===== src/rtl/arbitro_hamming.sv =====
// Round-robin arbiter for two requesters sharing one Hamming(15,11) SEC datapath,
// with a registered valid/ready output stage and saturating per-requester error counters.
module arbitro_hamming #(
  parameter int LARGURA_CONT = 8
) (
  input  logic                    clk,
  input  logic                    rst,
  input  logic                    req0_valid,
  input  logic [14:0]             req0_dado,
  output logic                    req0_ready,
  input  logic                    req1_valid,
  input  logic [14:0]             req1_dado,
  output logic                    req1_ready,
  output logic                    out_valid,
  input  logic                    out_ready,
  output logic [10:0]             out_dado,
  output logic [3:0]              out_sindrome,
  output logic                    out_erro,
  output logic                    out_id,
  input  logic                    limpa_cont,
  output logic [LARGURA_CONT-1:0] cont_corr0,
  output logic [LARGURA_CONT-1:0] cont_corr1
);

  localparam logic [LARGURA_CONT-1:0] CONT_MAX = '1;

  logic                    prio_q, prio_d;
  logic                    out_valid_q, out_valid_d;
  logic [10:0]             out_dado_q, out_dado_d;
  logic [3:0]              out_sindrome_q, out_sindrome_d;
  logic                    out_erro_q, out_erro_d;
  logic                    out_id_q, out_id_d;
  logic [LARGURA_CONT-1:0] cont0_q, cont0_d;
  logic [LARGURA_CONT-1:0] cont1_q, cont1_d;

  logic        pode, grant0, grant1, aceita, id_sel;
  logic [14:0] palavra, corrigida;
  logic [3:0]  sindrome, pos_erro;
  logic [10:0] dado_corr;

  // When both request, prio picks; a lone requester always wins.
  always_comb begin
    pode    = !out_valid_q || out_ready;
    grant0  = req0_valid && (!req1_valid || !prio_q);
    grant1  = req1_valid && (!req0_valid || prio_q);
    id_sel  = grant1;
    palavra = grant1 ? req1_dado : req0_dado;
    aceita  = pode && (grant0 || grant1);
  end

  assign req0_ready = pode && grant0;
  assign req1_ready = pode && grant1;

  always_comb begin
    sindrome[0] = ^(palavra & 15'h5555);
    sindrome[1] = ^(palavra & 15'h6666);
    sindrome[2] = ^(palavra & 15'h7878);
    sindrome[3] = ^(palavra & 15'h7F80);
    pos_erro    = sindrome - 4'd1;
    corrigida   = palavra;
    if (sindrome != 4'd0) begin
      corrigida[pos_erro] = ~palavra[pos_erro];
    end
    dado_corr = {corrigida[14:8], corrigida[6:4], corrigida[2]};
  end

  // Counter clear is applied last so it overrides a same-cycle increment.
  always_comb begin
    prio_d         = prio_q;
    out_valid_d    = out_valid_q;
    out_dado_d     = out_dado_q;
    out_sindrome_d = out_sindrome_q;
    out_erro_d     = out_erro_q;
    out_id_d       = out_id_q;
    cont0_d        = cont0_q;
    cont1_d        = cont1_q;
    if (aceita) begin
      out_valid_d    = 1'b1;
      out_dado_d     = dado_corr;
      out_sindrome_d = sindrome;
      out_erro_d     = (sindrome != 4'd0);
      out_id_d       = id_sel;
      prio_d         = !id_sel;
      if (sindrome != 4'd0) begin
        if (!id_sel && cont0_q != CONT_MAX) begin
          cont0_d = cont0_q + LARGURA_CONT'(1);
        end
        if (id_sel && cont1_q != CONT_MAX) begin
          cont1_d = cont1_q + LARGURA_CONT'(1);
        end
      end
    end else if (out_ready) begin
      out_valid_d = 1'b0;
    end
    if (limpa_cont) begin
      cont0_d = '0;
      cont1_d = '0;
    end
  end

  always_ff @(posedge clk) begin
    if (rst) begin
      prio_q         <= 1'b0;
      out_valid_q    <= 1'b0;
      out_dado_q     <= '0;
      out_sindrome_q <= '0;
      out_erro_q     <= 1'b0;
      out_id_q       <= 1'b0;
      cont0_q        <= '0;
      cont1_q        <= '0;
    end else begin
      prio_q         <= prio_d;
      out_valid_q    <= out_valid_d;
      out_dado_q     <= out_dado_d;
      out_sindrome_q <= out_sindrome_d;
      out_erro_q     <= out_erro_d;
      out_id_q       <= out_id_d;
      cont0_q        <= cont0_d;
      cont1_q        <= cont1_d;
    end
  end

  assign out_valid    = out_valid_q;
  assign out_dado     = out_dado_q;
  assign out_sindrome = out_sindrome_q;
  assign out_erro     = out_erro_q;
  assign out_id       = out_id_q;
  assign cont_corr0   = cont0_q;
  assign cont_corr1   = cont1_q;

endmodule


===== config.mk =====
export PLATFORM = sky130hd
export DESIGN_NAME = arbitro_hamming
export DESIGN_NICKNAME = d
export VERILOG_FILES = /design/src/rtl/arbitro_hamming.sv
export SDC_FILE = /design/constraint.sdc
export NUM_CORES = 1
export LEC_CHECK = 0
export ABC_CLOCK_PERIOD_IN_PS = 11800
export CORE_MARGIN = 2
export CORE_UTILIZATION = 40
export CTS_CLUSTER_DIAMETER = 80
export DETAILED_ROUTE_END_ITERATION = 8
export GPL_ROUTABILITY_DRIVEN = 1
export HOLD_SLACK_MARGIN = 0.05
export PLACE_DENSITY = 0.68
export SYNTH_ARGS = -nofsm -noshare
export SYNTH_HDL_FRONTEND = slang
export SYNTH_SLANG_ARGS = --single-unit

===== constraint.sdc =====
create_clock -name clk -period 11.8 [get_ports clk]
set_input_delay 2.36 -clock clk [delete_from_list [all_inputs] [get_ports clk]]
set_output_delay 2.36 -clock clk [all_outputs]
set_load 0.05 [all_outputs]

==> impl_metrics.json, run 1 <==
{
  "fin_skew_ns": 0.00565,
  "timing.final.crit_period_ns": 7.39,
  "max_freq_mhz": 135,
  "rows": 30,
  "start_util_pct": 40.6,
  "dr.first_iter.drc_count": 119,
  "route.detailed.drc": 0,
  "clk_pin_slew_worst_paths_ns": 0.08,
  "die_x_um": 86.4,
  "placed_cell_area_um2": 3490,
  "cts_tree": "built",
  "drv_cap": 0,
  "cellPowerDensity_nw_per_um2": 160,
  "syn_inst": 297,
  "hold_end": "out_sindrome[0]$_SDFFE_PP0P_",
  "yosysMostFrequentCell": "dfxtp_1",
  "fillers": 643,
  "globalplace.congestion": 0.876,
  "port_buffers": 71,
  "synth_seq_cells": 35,
  "die-area_um2": 7460,
  "antenna_found_initial": 0,
  "min_delay_path_depth": 2,
  "ctsResizeCount": 0,
  "run_status": "complete, no violations",
  "yosys-top-cells-count": "35 x dfxtp_1, 28 x nand2_1, 25 x nor2_1",
  "worst-endpoint-required_ns": 9.44,
  "rsz0062_at_grt": "no",
  "drt_wl_total_mm": 7.07,
  "reg2reg_depth": 11,
  "dp.cells": 440,
  "maxSlewHeadroom_pct": 31.9,
  "coreArea_um2": 6680,
  "num_io_pins": 72,
  "vdd_drop_max_uv": 89.0,
  "clock-root-buffer": "clkbuf_8",
  "syn_to_final_growth_pct": 32.9,
  "clock_sinks": 35,
  "path_max_fanout": 19,
  "cts_setup_buffers": 0,
  "finalCritPeriodShare_pct": 62.6,
  "grt_pass1_vias": 2346,
  "ant_nets": 0,
  "fin_area_um2": 3610,
  "arrival_ns": 5.03,
  "grt_start_max_net_pins": 20,
  "grt_first_pass_wirelength_mm": 11.4,
  "min_from": "out_sindrome[0]$_SDFFE_PP0P_",
  "cellLeakagePower_nw": 1.40,
  "via_per_inst": 5.52,
  "synth_area_um2": 2710,
  "clk_latency_ns": 0.29,
  "overflow": 0,
  "worst_pin_slew_ns": 1.01,
  "synth_cell_type_count": 59,
  "instances_no_fill": 448,
  "worstSetupEndpointType": "primary output",
  "post-route-util_pct": 54.0,
  "dr.pass1.iters": 4,
  "r2r-end": "out_dado[10]$_SDFFE_PP0P_",
  "clockBufferDepth": 2,
  "yosysTopAreaCell": "dfxtp_1",
  "r2r_slack_ns": 7.97,
  "path_delay_family": "buffers and inverters",
  "cts_buffers": 5,
  "setup_violations": 0,
  "h-tree-depth": 2,
  "crit_type": "primary input to primary output",
  "fin_tns_setup_ns": 0,
  "ys.flop_type": "dfxtp_1",
  "path_cells": "clkdlybuf4s50_1 -> inv_1 -> nor2_2 -> nand2_1 -> inv_1 -> clkdlybuf4s50_1",
  "avgSynthCellArea_um2": 9.14,
  "drive_gt1_share_pct": 7.88,
  "r2r_start": "prio_q$_SDFFE_PP0P_",
  "cp.buffers_inverters": 4,
  "async_flop_share_pct": 0,
  "cts.hold.buffers_added": 0,
  "num_antenna_cells": 0,
  "yosys-top-cells-area": "dfxtp_1 26%, xnor3_1 7.5%, xnor2_1 6.8%",
  "fin_nets": 410,
  "die_y_um": 86.4,
  "hold_path_class": "register to register",
  "synth_edf_count": 0,
  "synth_top_area_share_pct": 25.8,
  "gr-usage-all-layers_pct": 19.3,
  "syn_nets": 340,
  "synth-seq-area-share_pct": 25.8,
  "max_stage_delay_ns": 0.81,
  "dp.final_hpwl_mm": 5.47,
  "start_kind": "primary input",
  "drv_slew": 0,
  "hold_viol_final": 0,
  "yosys_warnings": 0,
  "worst_path_max_delay_cell": "clkdlybuf4s50_1",
  "via_count": 2472,
  "avgRoutedWirePerCell_um": 15.8
}
==> power breakdown <==
group | switching, W | internal, W | total, W
clock network | 0.0000453 | 0.0000629 | 0.000108
logic | 0.000205 | 0.000128 | 0.000333
registers | 0.00000679 | 0.000130 | 0.000137
==> logic make-up after synthesis <==
logic type	after synthesis	synth area share, %
AOI/OAI and AO/OA	59	16.7
xor gates and xnor gates	47	22.4
adders and majority gates	7	3.23
buffers and inverters	18	2.67
DFF	35	25.8
muxes	23	9.40
and+or+nand+nor	108	19.8
==> routing by layer <==
layer  part of all wire, %  GRT usage, %
met4                  0.75          4.55
met5                     0             0
met1                    46          25.3
met2                    48          32.9
met3                   5.1          3.43
==> worst max path at each step <==
stage                    start         end  cells after the start
floorplan           req0_valid  req1_ready                      5
global placement    req1_valid  req1_ready                      6
detailed placement  req1_valid  req1_ready                      6
CTS                 req1_valid  req1_ready                      6
global route        req1_valid  req1_ready                      6
finish              req1_valid  req1_ready                      6
==> state kept, by name (all words and copies together) (netlist names) <==
register      count
cont_corr0        8
cont_corr1        8
out_dado         11
out_erro          1
out_id            1
out_sindrome      4
out_valid         1
prio_q            1
==> per-stage QoR <==
step                      setup slack (ns)  total power, W  hold slack [ns]
after floorplan                       5.84        0.000388            0.486
after global placement                4.49        0.000469            0.446
after detailed placement              4.44        0.000472            0.451
after CTS                             4.43        0.000581            0.462
after global routing                  4.28        0.000615            0.479
final                                 4.41        0.000578            0.461
==> area by class of cell <==
class                   count  area (um2)  area share [%]
multi-input cells         244        1940            53.8
repair buffers             72         718            19.9
inverters                   9        33.8           0.937
clock inverters             3        43.8            1.21
well taps                  80         100            2.78
clock buffers               5        68.8            1.91
flip-flops and latches     35         701            19.4
==> tightest hold or removal path, delay by kind of cell, from the launching register on <==
kind | cells | cell delay (ns)
DFF | 1 | 0.31
AOI/OAI and AO/OA | 1 | 0.05
and+or+nand+nor | 1 | 0.05
==> placed cells by master, fill, tap and decap left out, types with 3 or more instances in the layout <==
| cell type | n |
|---|---|
| mux2i_1 | 17 |
| ha_1 | 7 |
| mux2_2 | 3 |
| a221oi_1 | 5 |
| clkbuf_8 | 5 |
| nand3b_1 | 5 |
| inv_1 | 7 |
| xnor2_2 | 4 |
| nand2b_1 | 4 |
| a221o_1 | 3 |
| xor2_1 | 10 |
| xnor3_1 | 9 |
| nor2_1 | 25 |
| a311o_1 | 4 |
| nand2_1 | 28 |
| nor4_1 | 4 |
| or3_1 | 4 |
| xnor2_1 | 21 |
| and3_1 | 4 |
| o311ai_1 | 4 |
| o21ai_0 | 6 |
| a211oi_1 | 4 |
| dfxtp_1 | 35 |
| nand3_1 | 12 |
| clkdlybuf4s50_1 | 71 |
| a21oi_1 | 16 |
| nand4_1 | 7 |
| nor3_1 | 5 |
Power figures use the tool's default switching activity.
==> inputs of run 2 (changes only) <==
ABC_CLOCK_PERIOD_IN_PS = 7100   (was 11800)
clock period = 7.1 ns   (was 11.8 ns; I/O delays follow)
==> run 2 against run 1 <==
Global-route usage up 0.42 points; final cell count unchanged; core utilization down 0.26 points; setup slack worse by 2.5 ns; combinational power up 68%.
==> impl_metrics.json, run 2 (synthesis results as in run 1) <==
{
  "dr.first_iter.drc_count": 75,
  "arrival_ns": 5.40,
  "largest_reg_flops": 11,
  "setup_violations": 0,
  "max_stage_delay_ns": 0.58,
  "r2r_slack_ns": 3.35,
  "cts.hold.buffers_added": 0,
  "globalplace.congestion": 0.896,
  "crit_type": "primary input to register",
  "fin_nets": 411,
  "antenna_found_initial": 0,
  "max_freq_mhz": 192,
  "drive_gt1_share_pct": 7.88,
  "grt_pass1_vias": 2407,
  "cts_buffers": 5,
  "grt_start_max_net_pins": 20,
  "die_y_um": 86.4,
  "clk_latency_ns": 0.28,
  "cts_setup_buffers": 0,
  "die_x_um": 86.4,
  "clock-root-buffer": "clkbuf_8",
  "cts_tree": "built",
  "syn_to_final_growth_pct": 32.2,
  "grt_first_pass_wirelength_mm": 11.6,
  "vdd_drop_max_uv": 136,
  "path_cells": "clkdlybuf4s50_1 -> xnor3_1 -> xnor3_1 -> mux2_4 -> inv_1 -> ha_1 -> clkinv_1 -> nand4_1 -> mux2i_1 -> a211o_1 -> a211oi_2 -> and4bb_1 -> o31ai_2",
  "run_status": "complete, no violations",
  "hold_end": "out_sindrome[0]$_SDFFE_PP0P_",
  "num_antenna_cells": 0,
  "dp.cells": 441,
  "ant_nets": 0,
  "mostFrequentLayoutCells": "71 x clkdlybuf4s50_1, 35 x dfxtp_1, 28 x nand2_1, 25 x nor2_1, 21 x xnor2_1",
  "avgRoutedWirePerCell_um": 16.2,
  "comb_power_share_pct": 60.1,
  "clk_pin_slew_worst_paths_ns": 0.06,
  "start_kind": "primary input",
  "path_max_fanout": 8,
  "worst_path_max_delay_cell": "clkdlybuf4s50_1",
  "fin_tns_setup_ns": 0,
  "switching_share_pct": 45.6,
  "p_int_w": 0.000506,
  "final_common_cell": "clkdlybuf4s50_1",
  "clockBufferDepth": 2,
  "via_per_inst": 5.52,
  "drt_wl_total_mm": 7.24,
  "drv_cap": 0,
  "finalCritPeriodShare_pct": 73.3,
  "hold_viol_final": 0,
  "worst-endpoint-required_ns": 7.29,
  "num_io_pins": 72,
  "overflow": 0,
  "rsz0062_at_grt": "no",
  "worst_pin_slew_ns": 1.03,
  "hold_path_class": "register to register",
  "dp.final_hpwl_mm": 5.62,
  "route.detailed.drc": 0,
  "r2r-end": "out_dado[10]$_SDFFE_PP0P_",
  "h-tree-depth": 2,
  "dr.pass1.iters": 4,
  "r2r_start": "prio_q$_SDFFE_PP0P_",
  "cellPowerDensity_nw_per_um2": 260,
  "p_switching_w": 0.000425,
  "instances_no_fill": 448,
  "sequentialPowerShare_pct": 24.5,
  "worstSetupEndpointType": "register",
  "via_count": 2474,
  "start_util_pct": 40.6,
  "drv_slew": 0,
  "path_common_cell": "xnor3_1",
  "port_buffers": 71,
  "reg2reg_depth": 12,
  "min_from": "out_sindrome[0]$_SDFFE_PP0P_",
  "cellLeakagePower_nw": 1.39,
  "fin_skew_ns": 0.00767,
  "maxSlewHeadroom_pct": 31.0,
  "die-area_um2": 7460,
  "pwr-share-clk_pct": 15.4,
  "gr-usage-all-layers_pct": 19.7,
  "coreArea_um2": 6680,
  "rows": 30,
  "min_delay_path_depth": 2,
  "ctsResizeCount": 0,
  "timing.final.crit_period_ns": 5.20,
  "clock_sinks": 35
}
[run 2: changes by cell type in the layout (fill, tap and decap cells not counted)]
| cell | change |
|---|---|
| clkbuf_8 | +1 |
| bufinv_16 | -1 |
| clkinv_4 | -1 |
| buf_4 | +1 |
[run 2: layout make-up]
| cell class | instances | area, um2 |
|---|---|---|
| clock buffers | 6 | 82.6 |
| fillers | 649 | 3090 |
| flip-flops and latches | 35 | 701 |
| repair buffers | 73 | 726 |
| multi-input cells | 244 | 1940 |
| clock inverters | 1 | 5.00 |
| inverters | 9 | 33.8 |
| well taps | 80 | 100 |
[run 2: per-layer routing]
metal | vias up | wire length (um) | track usage, %
li1 | 1231 | - | -
met1 | 1137 | 3370 | 25.7
met2 | 86 | 3360 | 32.1
met3 | 20 | 306 | 3.33
met4 | 0 | 206 | 8.38
met5 | - | 0 | 0
[run 2: critical path: cells and delay by family]
kind,cells,cell delay (ns)
compound gates,3,0.78
xor+xnor,2,0.86
fa+ha+maj,1,0.33
buf+inv,3,1.11
mux,2,0.45
simple gates,2,0.45
[run 2: worst max-delay path by stage]
stage,cells past startpoint,end,from
2_1_floorplan,13,out_dado[8]$_SDFFE_PP0P_,req1_dado[14]
3_3_place_gp,14,out_dado[8]$_SDFFE_PP0P_,req1_dado[14]
3_5_place_dp,14,out_dado[8]$_SDFFE_PP0P_,req1_dado[14]
4_1_cts,13,out_dado[10]$_SDFFE_PP0P_,req1_dado[14]
5_1_grt,14,out_dado[8]$_SDFFE_PP0P_,req1_dado[14]
6_report,13,out_dado[10]$_SDFFE_PP0P_,req1_dado[14]
[run 2: power groups by stage]
stage | Sequential [W] | Combinational (W) | Clock [W]
after floorplan | 0.000295 | 0.000350 | 0
after global placement | 0.000232 | 0.000554 | 0
after detailed placement | 0.000232 | 0.000554 | 0
after CTS | 0.000228 | 0.000557 | 0.000149
after global routing | 0.000230 | 0.000602 | 0.000157
final | 0.000228 | 0.000560 | 0.000144
[run 2: through the flow]
step	cell area [um2]	hold slack [ns]	worst slack (ns)	power, W	util, %
4_1_cts	3590	0.454	1.92	0.000933	53.7
5_1_grt	3590	0.475	1.69	0.000990	53.7
3_5_place_dp	3500	0.445	1.64	0.000786	52.4
2_1_floorplan	2710	0.486	2.68	0.000645	-
6_report	3590	0.454	1.90	0.000931	53.7
3_3_place_gp	3500	0.445	1.70	0.000785	52.4
==> inputs of run 3 (changes only) <==
ABC_CLOCK_PERIOD_IN_PS = 5300   (was 7100)
clock period = 5.3 ns   (was 7.1 ns; I/O delays follow)
==> run 3 against run 2 <==
Global-route usage is essentially flat; highest routed layer unchanged; final cell count grew 1.1%; register-to-register slack lost 1.4 ns; total power grew 35%; largest cell class unchanged; critical path depth grew 1.
==> impl_metrics.json, run 3 (synthesis results as in run 1) <==
{
  "run_status": "complete, no violations",
  "fin_tns_setup_ns": 0,
  "cts_setup_buffers": 0,
  "start_util_pct": 40.6,
  "vdd_drop_max_uv": 209,
  "h-tree-depth": 2,
  "clock_sinks": 35,
  "largest_reg_flops": 11,
  "gr-usage-all-layers_pct": 19.6,
  "route.detailed.drc": 0,
  "drt_wl_total_mm": 7.24,
  "cts_buffers": 5,
  "coreArea_um2": 6680,
  "overflow": 0,
  "num_io_pins": 72,
  "place_ws_ns": 0.286,
  "use_met3_pct": 4.67,
  "via_count": 2522,
  "grt_pass1_vias": 2496,
  "die-area_um2": 7460,
  "cellPowerDensity_nw_per_um2": 348,
  "hold_viol_final": 0,
  "drive_gt1_share_pct": 8.85,
  "max_stage_delay_ns": 0.56,
  "finalCritPeriodShare_pct": 89.1,
  "whs_ns": 0.457,
  "dp.final_hpwl_mm": 5.69,
  "ant_nets": 0,
  "globalplace.congestion": 0.905,
  "timing.final.ws_setup_ns": 0.577,
  "worst_path_max_delay_cell": "clkdlybuf4s50_1",
  "clk_latency_ns": 0.29,
  "final_common_cell": "clkdlybuf4s50_1",
  "cp.buffers_inverters": 2,
  "rows": 30,
  "via_per_inst": 5.57,
  "start_kind": "primary input",
  "cts.hold.buffers_added": 0,
  "setup_violations": 0,
  "die_x_um": 86.4,
  "path_delay_family": "XOR/XNOR gates",
  "drv_slew": 0,
  "grt_start_max_net_pins": 19,
  "timing.final.crit_period_ns": 4.72,
  "clk_pin_slew_worst_paths_ns": 0.07,
  "fin_skew_ns": 0.00897,
  "port_buffers": 71,
  "met1_usage_pct": 23.8,
  "dr.first_iter.drc_count": 102,
  "cts_tree": "built",
  "grt_first_pass_wirelength_mm": 11.7,
  "crit_type": "primary input to register",
  "clockBufferDepth": 2,
  "worst_pin_slew_ns": 1.09,
  "clock-root-buffer": "clkbuf_8",
  "num_antenna_cells": 0,
  "worst-endpoint-required_ns": 5.45,
  "path_cells": "clkdlybuf4s50_1 -> xnor3_1 -> xnor3_1 -> mux2_4 -> inv_1 -> ha_1 -> nand2b_1 -> a211o_1 -> a211oi_1 -> mux2i_1 -> nand2_1 -> a211oi_4 -> nor4bb_1 -> o31ai_1",
  "dr.pass1.iters": 4,
  "grt-busiest-layer": "met2",
  "fin_nets": 415,
  "drv_cap": 0,
  "avgRoutedWirePerCell_um": 16.0,
  "max_freq_mhz": 212,
  "maxSlewHeadroom_pct": 27.1,
  "path_max_fanout": 8,
  "mostFrequentLayoutCells": "71 x clkdlybuf4s50_1, 35 x dfxtp_1, 28 x nand2_1, 25 x nor2_1, 21 x xnor2_1",
  "cellLeakagePower_nw": 1.41,
  "syn_to_final_growth_pct": 33.2,
  "grtUsageMet2_pct": 34.5,
  "arrival_ns": 4.87,
  "die_y_um": 86.4,
  "ctsResizeCount": 0,
  "worstSetupEndpointType": "register",
  "path_common_cell": "xnor3_1",
  "antenna_found_initial": 0,
  "rsz0062_at_grt": "no",
  "hold_path_class": "register to register"
}
[run 3: changes by cell type in the layout (fill, tap and decap cells not counted), sizes merged]
cell      change
buf           +4
clkinvlp      +1
[run 3: final timing paths]
path	start	endpoint	slack, ns	cells after the start
setup reg to reg	prio_q$_SDFFE_PP0P_	out_dado[8]$_SDFFE_PP0P_	1.96	13
hold / removal	out_sindrome[0]$_SDFFE_PP0P_	out_sindrome[0]$_SDFFE_PP0P_	0.46	2
setup / recovery	req1_dado[14]	out_dado[8]$_SDFFE_PP0P_	0.58	14
hold reg to reg	out_sindrome[0]$_SDFFE_PP0P_	out_sindrome[0]$_SDFFE_PP0P_	0.46	2
[run 3: report_power, final]
group          switching [W]  total [W]  internal (W)
registers          0.0000157   0.000305      0.000289
clock network      0.0000991   0.000191     0.0000919
logic               0.000464   0.000761      0.000297
[run 3: final cells by class]
| cell class | instances | area (um2) |
|---|---|---|
| fill | 653 | 3070 |
| multi-input combinational | 244 | 1940 |
| sequential | 35 | 701 |
| clock inverter | 2 | 12.5 |
| inverter | 9 | 33.8 |
| tap | 80 | 100 |
| clock buffer | 6 | 72.6 |
| timing repair buffer | 77 | 756 |
[run 3: through the flow]
| stage | power [W] | instances | utilization [%] | area [um2] |
|---|---|---|---|---|
| global route | 0.00133 | 453 | 54.1 | 3620 |
| finish | 0.00126 | 453 | 54.1 | 3620 |
| detailed placement | 0.00107 | 445 | 52.8 | 3530 |
| global placement | 0.00106 | 445 | 52.8 | 3530 |
| CTS | 0.00126 | 453 | 54.1 | 3620 |
| floorplan | 0.000864 | 297 | - | 2710 |
[run 3: worst register-to-register path: stages (launching register included)]
cell	delay, ns
dfxtp_1	0.38
nand2b_1	0.19
nand2_1	0.17
mux2_4	0.41
inv_1	0.22
ha_1	0.36
nand2b_1	0.19
a211o_1	0.30
a211oi_1	0.25
mux2i_1	0.11
nand2_1	0.13
a211oi_4	0.07
nor4bb_1	0.34
o31ai_1	0.09
[run 3: routing by layer]
metal  vias to the layer above  wire length [um]
li1                       1242                 -
met1                      1168              3120
met2                        96              3510
met3                        16               453
met4                         0               151
met5                         -                 0
